### src/rtl/cu_counter_pkg.sv
// cu_counter_pkg: shared constants for the control-unit state counter.
// Holds the control-state numbers and the opcode encodings.
package cu_counter_pkg;

  localparam int FETCH1 = 0;
  localparam int AND1   = 3;
  localparam int ADD1   = 5;
  localparam int JMP1   = 7;
  localparam int INC1   = 8;

  localparam int OP_AND = 0;
  localparam int OP_ADD = 1;
  localparam int OP_JMP = 2;
  localparam int OP_INC = 3;

endpackage

### src/rtl/cu_counter_decode.sv
// cu_counter_decode: combinational opcode -> execute start state.
// Ports: opcode (in, opcode_bits), start (out, N); unmapped opcodes -> FETCH1.
module cu_counter_decode
  import cu_counter_pkg::*;
#(
  parameter int opcode_bits = 2,
  parameter int N           = 4
) (
  input  logic [opcode_bits-1:0] opcode,
  output logic [N-1:0]           start
);

  always_comb begin
    start = N'(FETCH1);
    unique case (1'b1)
      (opcode == opcode_bits'(OP_AND)): start = N'(AND1);
      (opcode == opcode_bits'(OP_ADD)): start = N'(ADD1);
      (opcode == opcode_bits'(OP_JMP)): start = N'(JMP1);
      (opcode == opcode_bits'(OP_INC)): start = N'(INC1);
      default:                          start = N'(FETCH1);
    endcase
  end

endmodule

### src/rtl/cu_counter.sv
// cu_counter: microsequencer state counter for the CPU control unit.
// Ports: clk, rst (sync, active-high), clr, load, inc, opcode -> q (N, registered).
// Build macro CU_COUNTER_SAT_EN: increment saturates at all-ones instead of wrapping.
module cu_counter
  import cu_counter_pkg::*;
#(
  parameter int opcode_bits = 2,
  parameter int N           = 4
) (
  input  logic                   clk,
  input  logic                   rst,
  input  logic                   clr,
  input  logic                   load,
  input  logic                   inc,
  input  logic [opcode_bits-1:0] opcode,
  output logic [N-1:0]           q
);

  logic [N-1:0] start;
  logic [N-1:0] q_inc;

  cu_counter_decode #(
    .opcode_bits(opcode_bits),
    .N          (N)
  ) u_decode (
    .opcode(opcode),
    .start (start)
  );

`ifdef CU_COUNTER_SAT_EN
  assign q_inc = (&q) ? q : q + N'(1);
`else
  assign q_inc = q + N'(1);
`endif

  // load together with inc is a conflict: neither acts, q holds.
  always_ff @(posedge clk) begin
    if (rst) begin
      q <= N'(FETCH1);
    end else if (clr) begin
      q <= N'(FETCH1);
    end else if (load && inc) begin
      q <= q;
    end else if (load) begin
      q <= start;
    end else if (inc) begin
      q <= q_inc;
    end
  end

endmodule

### config.mk
export PLATFORM = sky130hd
export DESIGN_NAME = cu_counter
export DESIGN_NICKNAME = d
export VERILOG_FILES = /design/src/rtl/cu_counter_pkg.sv /design/src/rtl/cu_counter_decode.sv /design/src/rtl/cu_counter.sv
export SDC_FILE = /design/constraint.sdc
export NUM_CORES = 1
export LEC_CHECK = 0
export CAP_MARGIN = 20
export CORE_AREA = 2 2 39 41
export CTS_BUF_LIST = sky130_fd_sc_hd__clkbuf_2 sky130_fd_sc_hd__clkbuf_4 sky130_fd_sc_hd__clkbuf_8
export DETAILED_ROUTE_END_ITERATION = 7
export DIE_AREA = 0 0 41 43
export HOLD_SLACK_MARGIN = 0.15
export PLACE_DENSITY_LB_ADDON = 0.2
export SYNTH_ARGS = -nofsm -noshare
export SYNTH_HDL_FRONTEND = slang
export SYNTH_SLANG_ARGS = --single-unit
### constraint.sdc
create_clock -name clk -period 1.36 [get_ports clk]
set_clock_uncertainty 0.2 [all_clocks]
set_input_delay 0.272 -clock clk [delete_from_list [all_inputs] [get_ports clk]]
set_output_delay 0.272 -clock clk [all_outputs]
set_load 0.005 [all_outputs]
==> impl_metrics.env, run 1 <==
export IMPL_final_max_slew_violation_count=0
export IMPL_dp_cells=69
export IMPL_synth_avg_cell_area_sq_um=8.65
export IMPL_ys_seq_elements=4
export IMPL_hold_class="reg2reg"
export IMPL_drc=0
export IMPL_ys_types=21
export IMPL_r2r_start="q[0]"
export IMPL_hold_end="q[1]"
export IMPL_finalSetupViolations=0
export IMPL_ys_seq_area_share_pct=26.4
export IMPL_cts_tree="done"
export IMPL_crit_chain="dlygate4sd2_1 > inv_1 > ha_1 > mux2i_1 > a21oi_2 > o21a_1"
export IMPL_hold_depth=3
export IMPL_critPathKind="in2reg"
export IMPL_largest_reg_flops=4
export IMPL_top_register="q"
export IMPL_place_gp_congestion=0.741
export IMPL_ant_nets=0
export IMPL_hold_viol=0
export IMPL_fin_cells=72
export IMPL_initial_core_util_pct=21.9
export IMPL_syn_nets=47
export IMPL_dieArea_sq_um=1760
export IMPL_largest_registers="q x4"
export IMPL_insertion_delay_ps=230
export IMPL_yosys_area_top_type_share_pct=26.4
export IMPL_critPathRequiredTime_ps=1280
export IMPL_drv_cap=0
export IMPL_drt_pass1_iter_count=2
export IMPL_crit_slowest_cell="ha_1"
export IMPL_most_common_layout_cells="buf_4, dlygate4sd2_1, ha_1, inv_1, clkbuf_4"
export IMPL_holdWs_ps=396
export IMPL_synth_area_leaders="dfxtp_1, ha_1, xnor2_1"
export IMPL_ctsLongestPathBuffers=2
export IMPL_ctsHoldBuffers=0
export IMPL_hpwl_um=566
export IMPL_cp_start_kind="primary input"
export IMPL_rows=14
export IMPL_worstMarginPinSlew_ps=249
export IMPL_vias=299
export IMPL_clk_pin_slew_ps=40
export IMPL_worst_setup_path_end_kind="flop"
export IMPL_grt_max_degree=8
export IMPL_drt_iter0_drc=1
export IMPL_outcome="finished clean"
export IMPL_reg2regPathDepth=4
export IMPL_p_leak_nw=0.251
export IMPL_clockRootBuffer="clkbuf_4"
export IMPL_die_y_um=43
export IMPL_core_area_sq_um=1380
export IMPL_port_buffers=10
export IMPL_synth_area_sq_um=303
export IMPL_cts_buffers_inserted=3
export IMPL_dieWidth_um=41
export IMPL_routed_via_density=4.15
export IMPL_vdd_drop_max_v=0.000188
export IMPL_layout_drive_gt1_share_pct=32.1
export IMPL_period_needed_ps=1270
export IMPL_layout_commonest_cell="buf_4"
export IMPL_crit_family="buffers and inverters"
export IMPL_cts_htree_levels=1
export IMPL_grt_pass1_vias=312
export IMPL_yosysWarnings=0
export IMPL_num_antenna_cells=0
export IMPL_r2r_slack_ps=100
export IMPL_worstReg2RegEnd="q[3]"
export IMPL_cts_sinks=4
export IMPL_antenna_found_initial=0
export IMPL_grt_usage_pct=10.1
export IMPL_max_freq_mhz=784
export IMPL_arrival_ps=1190
export IMPL_syn_to_final_growth_pct=70.2
export IMPL_wl_per_cell_um=9.53
export IMPL_layout_nets=70
export IMPL_path_buf_inv=2
export IMPL_grt_pass1_wl_um=1240
export IMPL_overflow=0
export IMPL_synthCells=35
export IMPL_crit_path_max_incr_delay_ps=270
export IMPL_synth_top_area_cell="dfxtp_1"
export IMPL_wl_um=686
export IMPL_hp_start="q[1]"
export IMPL_design_portCount=11
export IMPL_power_density_nw_per_um2=675
export IMPL_relSlewSlack_pct=83.3
export IMPL_crit_fanout=3
export IMPL_period_share_pct=93.7
==> worst register-to-register path, delay by kind of cell, from the launching register on <==
kind,cells,cell delay [ps]
and+or+nand+nor,2,430
DFF,1,320
AOI/OAI and AO/OA,1,130
buffers and inverters,1,110
==> logic make-up after synthesis <==
family,count (synthesis),synth area share [%]
flip-flops,4,26.4
buffers and inverters,5,7.85
multiplexers,1,3.31
AO/OA/AOI/OAI,7,14.5
adder cells (fa/ha/maj),5,20.7
XOR/XNOR,2,5.79
AND/OR/NAND/NOR,11,21.5
==> cells in the mapped netlist <==
cell and number:
nor3b_1 1, inv_1 3, nand4_1 1, dfxtp_1 4
a21oi_1 2, xnor2_1 2, mux2i_1 1, a31oi_1 2
nand2_1 2, ha_1 5, or3_1 1, nor2_1 1
buf_2 1, nand3b_1 2, and3_1 1, o21ai_0 1
nor2b_1 1, a221oi_1 1, buf_4 1, o21a_1 1
or2_2 1
==> metrics by stage <==
| stage | worst slack [ps] | TNS [ps] | power, W | util, % | instance area [sq um] |
|---|---|---|---|---|---|
| final | 85.1 | 0 | 0.000348 | 37.3 | 515 |
| after global placement | -389 | -1450 | 0.000210 | 35.1 | 485 |
| after CTS | 73.7 | 0 | 0.000349 | 36.1 | 499 |
| after floorplan | 165 | 0 | 0.000161 | - | 303 |
| after global routing | -28.4 | -28.4 | 0.000372 | 37.3 | 515 |
| after detailed placement | -381 | -1470 | 0.000210 | 35.1 | 485 |
==> per-layer routing <==
metal	wire length [um]	global-route usage [%]	vias to the layer above
met4	0	8.00	0
li1	-	-	165
met3	13	0	0
met2	371	14.7	5
met5	0	0	-
met1	300	13.5	129
==> power by group <==
part | switching (W) | total, W | leakage, nW | internal (W)
clock | 0.0000418 | 0.000140 | 0.0138 | 0.0000982
combinational | 0.0000348 | 0.0000832 | 0.204 | 0.0000484
sequential | 0.00000229 | 0.000125 | 0.0334 | 0.000122
total | 0.0000789 | 0.000348 | 0.251 | 0.000269
==> cell type report <==
| class | instances | area [sq um] |
|---|---|---|
| multi-input combinational | 26 | 209 |
| timing repair buffer | 20 | 170 |
| sequential | 4 | 82.6 |
| fill | 149 | 868 |
| inverter | 3 | 11.3 |
| tap | 16 | 20.0 |
| clock buffer | 3 | 22.5 |
==> how the worst max path moves through the flow <==
stage / cells after the start / slack, ps / startpoint / to
after CTS: 1 / 70 / q[2] / q[2]
after floorplan: 4 / 170 / load / q[0]
after global routing: 6 / -30 / opcode[0] / q[2]
after detailed placement: 6 / -380 / opcode[0] / q[2]
after global placement: 5 / -390 / inc / q[0]
final: 6 / 90 / opcode[1] / q[2]
==> repair_timing <==
item	in CTS	in global routing
pin swaps	0	0
endpoints found under the hold margin	0	0
endpoints found under the setup margin	8	3
buffers inserted	0	0
gates resized for setup	9	5
(Power assumes the default switching activity.)
==> inputs of run 2 (changes only) <==
--- a/config.mk
+++ b/config.mk
@@ -5,6 +5,7 @@
 export SDC_FILE = /design/constraint.sdc
 export NUM_CORES = 1
 export LEC_CHECK = 0
+export ABC_CLOCK_PERIOD_IN_PS = 1360
 export CAP_MARGIN = 20
 export CORE_AREA = 2 2 39 41
 export CTS_BUF_LIST = sky130_fd_sc_hd__clkbuf_2 sky130_fd_sc_hd__clkbuf_4 sky130_fd_sc_hd__clkbuf_8
==> results of run 2 <==
No change in the layout: final DEF, timing and power equal those of run 1.
==> inputs of run 3 (changes only) <==
--- a/config.mk
+++ b/config.mk
@@ -13,6 +13,7 @@
 export DIE_AREA = 0 0 41 43
 export HOLD_SLACK_MARGIN = 0.15
 export PLACE_DENSITY_LB_ADDON = 0.2
+export SLEW_MARGIN = 10
 export SYNTH_ARGS = -nofsm -noshare
 export SYNTH_HDL_FRONTEND = slang
 export SYNTH_SLANG_ARGS = --single-unit
==> results of run 3 <==
No change in the layout: final DEF, timing and power equal those of run 1.
